### src/rtl/fft_output_serializer.sv
// fft_output_serializer: captures one frame of parallel FFT results and streams it out one word per valid/ready beat.
// Define BITREV_ORDER_EN to read the buffer in bit-reversed order so bins leave in natural order.
module fft_output_serializer #(
    parameter int p_outputBits = 20,
    parameter int p_points     = 32
) (
    input  logic                             CLK,
    input  logic                             RST,
    input  logic [p_points*p_outputBits-1:0] i_c,
    input  logic                             i_valid,
    output logic                             o_in_ready,
    output logic [p_outputBits-1:0]          o_data,
    output logic [$clog2(p_points)-1:0]      o_index,
    output logic                             o_valid,
    output logic                             o_last,
    input  logic                             i_ready,
    output logic                             o_overrun,
    output logic [15:0]                      o_frame_cnt
);
    localparam int IW = $clog2(p_points);
    typedef enum logic {IDLE, SEND} state_t;
    state_t                           state_q, state_d;
    logic [IW-1:0]                    rd_ptr_q, rd_ptr_d, addr;
    logic [15:0]                      frame_cnt_q, frame_cnt_d;
    logic                             overrun_q, overrun_d;
    logic [p_points*p_outputBits-1:0] frame_q, frame_d;
    logic                             send, beat, last;
`ifdef BITREV_ORDER_EN
    function automatic logic [IW-1:0] bitrev(input logic [IW-1:0] p);
        logic [IW-1:0] r;
        for (int i = 0; i < IW; i++) r[i] = p[IW-1-i];
        return r;
    endfunction
`endif
    always_comb begin
        send = state_q == SEND;
        last = rd_ptr_q == IW'(p_points - 1);
        beat = send && i_ready;
`ifdef BITREV_ORDER_EN
        addr = bitrev(rd_ptr_q);
`else
        addr = rd_ptr_q;
`endif
    end
    always_ff @(posedge CLK or negedge RST) begin
        if (!RST) begin
            state_q     <= IDLE;
            rd_ptr_q    <= '0;
            frame_cnt_q <= '0;
            overrun_q   <= 1'b0;
        end else begin
            state_q     <= state_d;
            rd_ptr_q    <= rd_ptr_d;
            frame_cnt_q <= frame_cnt_d;
            overrun_q   <= overrun_d;
        end
    end
    // Buffer contents are don't-care after reset, so it carries no reset.
    always_ff @(posedge CLK) frame_q <= frame_d;
    always_comb begin
        state_d = send ? ((beat && last) ? IDLE : SEND) : (i_valid ? SEND : IDLE);
    end
    always_comb begin
        rd_ptr_d    = send ? rd_ptr_q + IW'(beat) : '0;
        frame_cnt_d = frame_cnt_q + 16'(beat && last);
        overrun_d   = overrun_q | (send & i_valid);
        frame_d     = (!send && i_valid) ? i_c : frame_q;
    end
    always_comb begin
        o_in_ready  = !send;
        o_valid     = send;
        o_last      = send && last;
        o_index     = send ? rd_ptr_q : '0;
        o_data      = send ? frame_q[int'(addr)*p_outputBits +: p_outputBits] : '0;
        o_overrun   = overrun_q;
        o_frame_cnt = frame_cnt_q;
    end
endmodule
### config.mk
export PLATFORM = sky130hd
export DESIGN_NAME = fft_output_serializer
export DESIGN_NICKNAME = d
export VERILOG_FILES = /design/src/rtl/fft_output_serializer.sv
export SDC_FILE = /design/constraint.sdc
export NUM_CORES = 1
export LEC_CHECK = 0
export CAP_MARGIN = 40
export CORE_AREA = 8 8 266 268
export DETAILED_ROUTE_END_ITERATION = 8
export DIE_AREA = 0 0 274 276
export GPL_TIMING_DRIVEN = 0
export PLACE_DENSITY_LB_ADDON = 0.15
export REMOVE_ABC_BUFFERS = 1
export SYNTH_ARGS = -nofsm -noshare
export SYNTH_HDL_FRONTEND = slang
export SYNTH_SLANG_ARGS = --single-unit
export TNS_END_PERCENT = 20
### constraint.sdc
create_clock -name CLK -period 45.4 [get_ports CLK]
set_input_delay 6.81 -clock CLK [delete_from_list [all_inputs] [get_ports CLK]]
set_output_delay 6.81 -clock CLK [all_outputs]
set_load 0.1 [all_outputs]
Yosys cells after proc, flatten, opt, wreduce, memory -nomap -nowiden --
Index checks and enable logic that the tools add are counted.
Cells by class: add/subtract/negate cells 2, $mul 1, eq/ne operators 1, shift operators 1, mux-type cells 6, bitwise operators 2, reduce and logical (&&, ||, !) cells 5
Operators by type and width (number):
- $shiftx 640x32->20 | 1
- $mux 20 | 1
- $add 16x1->16 | 1
- $mux 5 | 2
- $mul 5x3->8 const B | 1
- $add 5x1->5 | 1
- $eq 5x5->1 const B | 1
- $logic_and 1x1->1 | 4
- $mux 1 | 3
- $and 1x1->1 | 1
- $logic_not 1->1 | 1
- $or 1x1->1 | 1
Storage, ports and cells: register bits 663, input bits 644, logic and storage cells 23

Longest topological paths before layout --
Gate-level depths: netlist of run 1.
depth after elaboration 4, gate-level depth with buffers 11, depth with buffers taken out 8

Worst setup path before layout of run 1 --
OpenSTA, ideal clock, no wires.
kind in2reg, start point input i_valid, end point register frame_q[0], enable pin, setup time 1.725 ns, arrival 34.228 ns, data required time 43.675 ns, slack 9.448 ns, cell stages on the path 1, buffers on the path 0, cells stage by stage nor2b_1
Between the ends: word-level cells in the longest chain between the ends 1
RTL lines:
- start, declared | line 10 | input logic i_valid,
- $logic_and 1x1->1 | line 67 | frame_d = (!send && i_valid) ? i_c : frame_q;
- end signal, assigned | line 59 | always_ff @(posedge CLK) frame_q <= frame_d;
- end, declared | line 26 | logic [p_points*p_outputBits-1:0] frame_q, frame_d;
Every way passes these cells. A chain may end at the register's enable or synchronous reset.

Worst setup path after layout of run 1 --
start point register rd_ptr_q[2] (netlist: addr[2]), end point output o_data[2]
Between the ends: word-level cells in the longest chain between the ends 3
RTL lines:
- start, declared | line 23 | logic [IW-1:0] rd_ptr_q, rd_ptr_d, addr;
- start signal, assigned | line 53 | rd_ptr_q <= rd_ptr_d;
- $mul 5x3->8 | line 74 | o_data = send ? frame_q[int'(addr)*p_outputBits +: p_outputBits] : '0;
- $shiftx 640x32->20 | line 74
- $mux 20 | line 74
- end, declared | line 12 | output logic [p_outputBits-1:0] o_data,
Every way passes these cells.

==> results of run 1 <==
## cell usage after synthesis (all sizes together)
library cell	number	share of area (%)
nand4	7	0.17
nand2b	1	0.024
buf	50	1.8
a21o	1	0.029
mux4	61	5.3
and3	3	0.073
nand2	7	0.10
xnor2	11	0.37
o21a	1	0.029
clkbuf	22	0.32
and4	1	0.034
mux2i	160	6.2
or3	19	0.46
nand3b	1	0.029
o22a	1	0.034
inv	2	0.029
nand4bb	1	0.044
nor3b	2	0.058
or2	1	0.024
nor3	2	0.082
nand4b	1	0.092
nor2b	2	0.048
nor4	20	0.97
xor2	6	0.20
and2	10	0.24
dfrtp	23	2.2
or3b	1	0.034
ha	4	0.19
a22oi	80	2.3
mux2	38	1.7
edfxtp	640	74
o22ai	38	0.92
and2b	1	0.029
a21oi	40	0.78
nand3	7	0.14
nor2	29	0.42
## stage by stage
| stage | hold slack (ps) | instance area (sq um) |
|---|---|---|
| after detailed placement | 481 | 35500 |
| final | 489 | 37700 |
| after global routing | 514 | 37700 |
| after CTS | 490 | 37600 |
| after floorplan | 691 | 25300 |
| after global placement | 446 | 33200 |
## sequential cells by signal (all words and copies together), names as in the netlist
signal and cells:
frame_q 640, o_frame_cnt 16, addr 5, o_overrun 1
o_valid 1
## final timing paths
kind | cells after the start | start | end | slack [ps]
max | 9 | addr[2] | o_data[2] | 34440
min | 1 | o_frame_cnt[15] | o_frame_cnt[15] | 490
max reg2reg | 9 | o_valid | frame_q[296] | 42120
min reg2reg | 1 | o_frame_cnt[15] | o_frame_cnt[15] | 490
max in group asynchronous | 2 | RST | addr[1] | 38430
min in group asynchronous | 1 | RST | o_frame_cnt[14] | 6510
## critical path, stage by stage (launching register included)
cell and delay, ps:
dfrtp_4 750, buf_12 300, buf_16 300, buf_16 320
mux2_2 210, o22ai_1 60, or3_1 400, nor4_2 220
clkdlybuf4s50_1 700, buf_16 210
## power by group through the flow
stage / registers, mW / logic, mW / clock network [mW]
after CTS: 0.716 / 0.921 / 0.558
final: 0.715 / 0.909 / 0.542
after global placement: 0.827 / 0.793 / 0
after detailed placement: 0.729 / 0.917 / 0
after floorplan: 0.792 / 0.518 / 0
after global routing: 0.718 / 0.949 / 0.579
## cell families after synthesis
family,count (synthesis)
flip-flops,663
multiplexers,259
AO/OA/AOI/OAI,161
AND/OR/NAND/NOR,116
buffers and inverters,74
XOR/XNOR,17
adder cells (fa/ha/maj),4
## final cells by class
type | count | area, sq um
well taps | 873 | 1090
diodes | 27 | 67.6
multi-input cells | 557 | 5500
repair buffers | 780 | 9060
clock inverters | 35 | 283
flip-flops and latches | 663 | 19800
fillers | 5195 | 28900
clock buffers | 90 | 1870
inverters | 2 | 7.51
## metal layers
metal / part of all wire (%) / vias to the layer above / global-route usage (%)
met5: 0.19 / - / 0
met4: 2.0 / 22 / 6.26
met3: 7.8 / 119 / 6.74
met2: 53 / 558 / 38.1
met1: 37 / 7633 / 24.4
li1: - / 6913 / -
==> results.yml, run 1 <==
outcome:
  outcome: "complete, no violations"
floorplan:
  dieArea_sq_mm: 0.0756
  placeableCoreArea_sq_mm: 0.0666
  pin_count: 689
  start_util_pct: 38.8
  fp.dieH_microns: 276
  die_w_microns: 274
  rows: 95
synth:
  ys_ff_latch: 663
  yosys.area_share.xor_xnor_pct: 0.577
  synth_compound_area_share_pct: 4.12
  synth_warnings: 0
  synth_top_family_by_area: "multiplexers"
  avgSynthCellArea_sq_um: 19.9
  synth_cells: 1294
  synthMuxAreaShare_pct: 13.2
  netlist_area_sq_mm: 0.0258
  yosysUniqueCellTypes: 42
  synth_adder_area_share_pct: 0.194
  seq_area_frac_synth_pct: 76.7
  synth_simple_gate_area_share_pct: 3.07
cts:
  ctsResizeCount: 0
  clockBufferDepth: 3
  cts.clk_slew.worst_paths_ps: 60
  cts.sinks: 663
  cts_root_buf: "clkbuf_16"
  cts_setup_buffers: 0
  numCtsBuffers: 71
  cts_tree: "done"
  ctsHoldBuffers: 0
  insertion_delay_ps: 610
  htree_num_levels: 3
power:
  pwr-share-comb_pct: 42.0
  swShare_pct: 34.5
  seq_power_share_pct: 33.0
  p_per_area_mw_per_mm2: 57.5
  p_int_mw: 1.42
  power_mw: 2.17
  clkPwrFrac_pct: 25.0
  p_leak_nw: 12.9
  p_switching_mw: 0.747
  ir_drop_mv: 0.0733
sta:
  fmax_ghz: 0.0912
  clock_skew_ps: 15.0
  grt_setup_unrepaired: "false"
  fin_crit_sh_pct: 24.1
  hold_viol_final: 0
  tightest_slew_ps: 750
  period_needed_ps: 10960
  slew_headroom_pct: 50.0
  fin_ws_ps: 34440
  fin_tns_setup_ps: 0
  setup_violations: 0
  maxSlewViolCount: 0
layout:
  fin_cells: 3027
  syn2layout_area_growth_pct: 46.0
  final_common_cell: "clkdlybuf4s50_1"
  fin_nets: 2723
  final_cell_mix: "clkdlybuf4s50_1 (688), edfxtp_1 (640), mux2i_1 (160)"
  drive_gt1_share_pct: 14.3
  fin_util_pct: 56.6
critical_path:
  arrival_ps: 4150
  start_kind: "flop"
  path_class: "flop to primary output"
  critical_path_peak_fanout: 50
  crit_required_ps: 38590
  crit_path_end_kind: "primary output"
global_route:
  grt_pass1_vias: 16600
  grt_max_degree: 51
  grt_pass1_wl_microns: 116000
  gr-total-overflow: 0
  antenna_found_initial: 37
  grtUsageTotal_pct: 21.4
placement:
  placed_cells: 2875
  routabilityCongestion: 0.795
  dp_hpwl_microns: 62600
  port_buffers: 688
  dp_slack_ps: 35020
routing:
  ant_nets: 0
  drc: 0
  wirelength_microns: 82900
  first_pass_iters: 5
  wire_per_inst_microns: 27.4
  viasPerCell: 5.04
  drtIter0Drc: 1085
  dr_total_vias: 15200
worst_hold_path:
  hold_path.class: "flop to flop"
job:
  maxCapViolCount: 0
Power figures use the tool's default switching activity.
==> run 2, diff against run 1 <==
clock period = 10.5 ns   (was 45.4 ns; I/O delays follow)
==> results of run 2 <==
The final DEF is identical to that of run 1. Status: complete, no violations.
Main changes from that run: setup slack after placement 35020 ps -> 5360 ps; setup slack after layout 34440 ps -> 4770 ps; register-to-register setup slack 42120 ps -> 7220 ps; total power 2.17 mW -> 9.37 mW; worst IR drop on VDD 0.0733 mV -> 0.317 mV
==> run 3, diff against run 2 <==
clock period = 5.9 ns   (was 10.5 ns; I/O delays follow)
==> results of run 3 <==
The final DEF is identical to that of run 1. Status: complete, no violations.
Main changes from that run: setup slack after placement 35020 ps -> 1450 ps; setup slack after layout 34440 ps -> 863 ps; register-to-register setup slack 42120 ps -> 2620 ps; total power 2.17 mW -> 16.7 mW; worst IR drop on VDD 0.0733 mV -> 0.564 mV
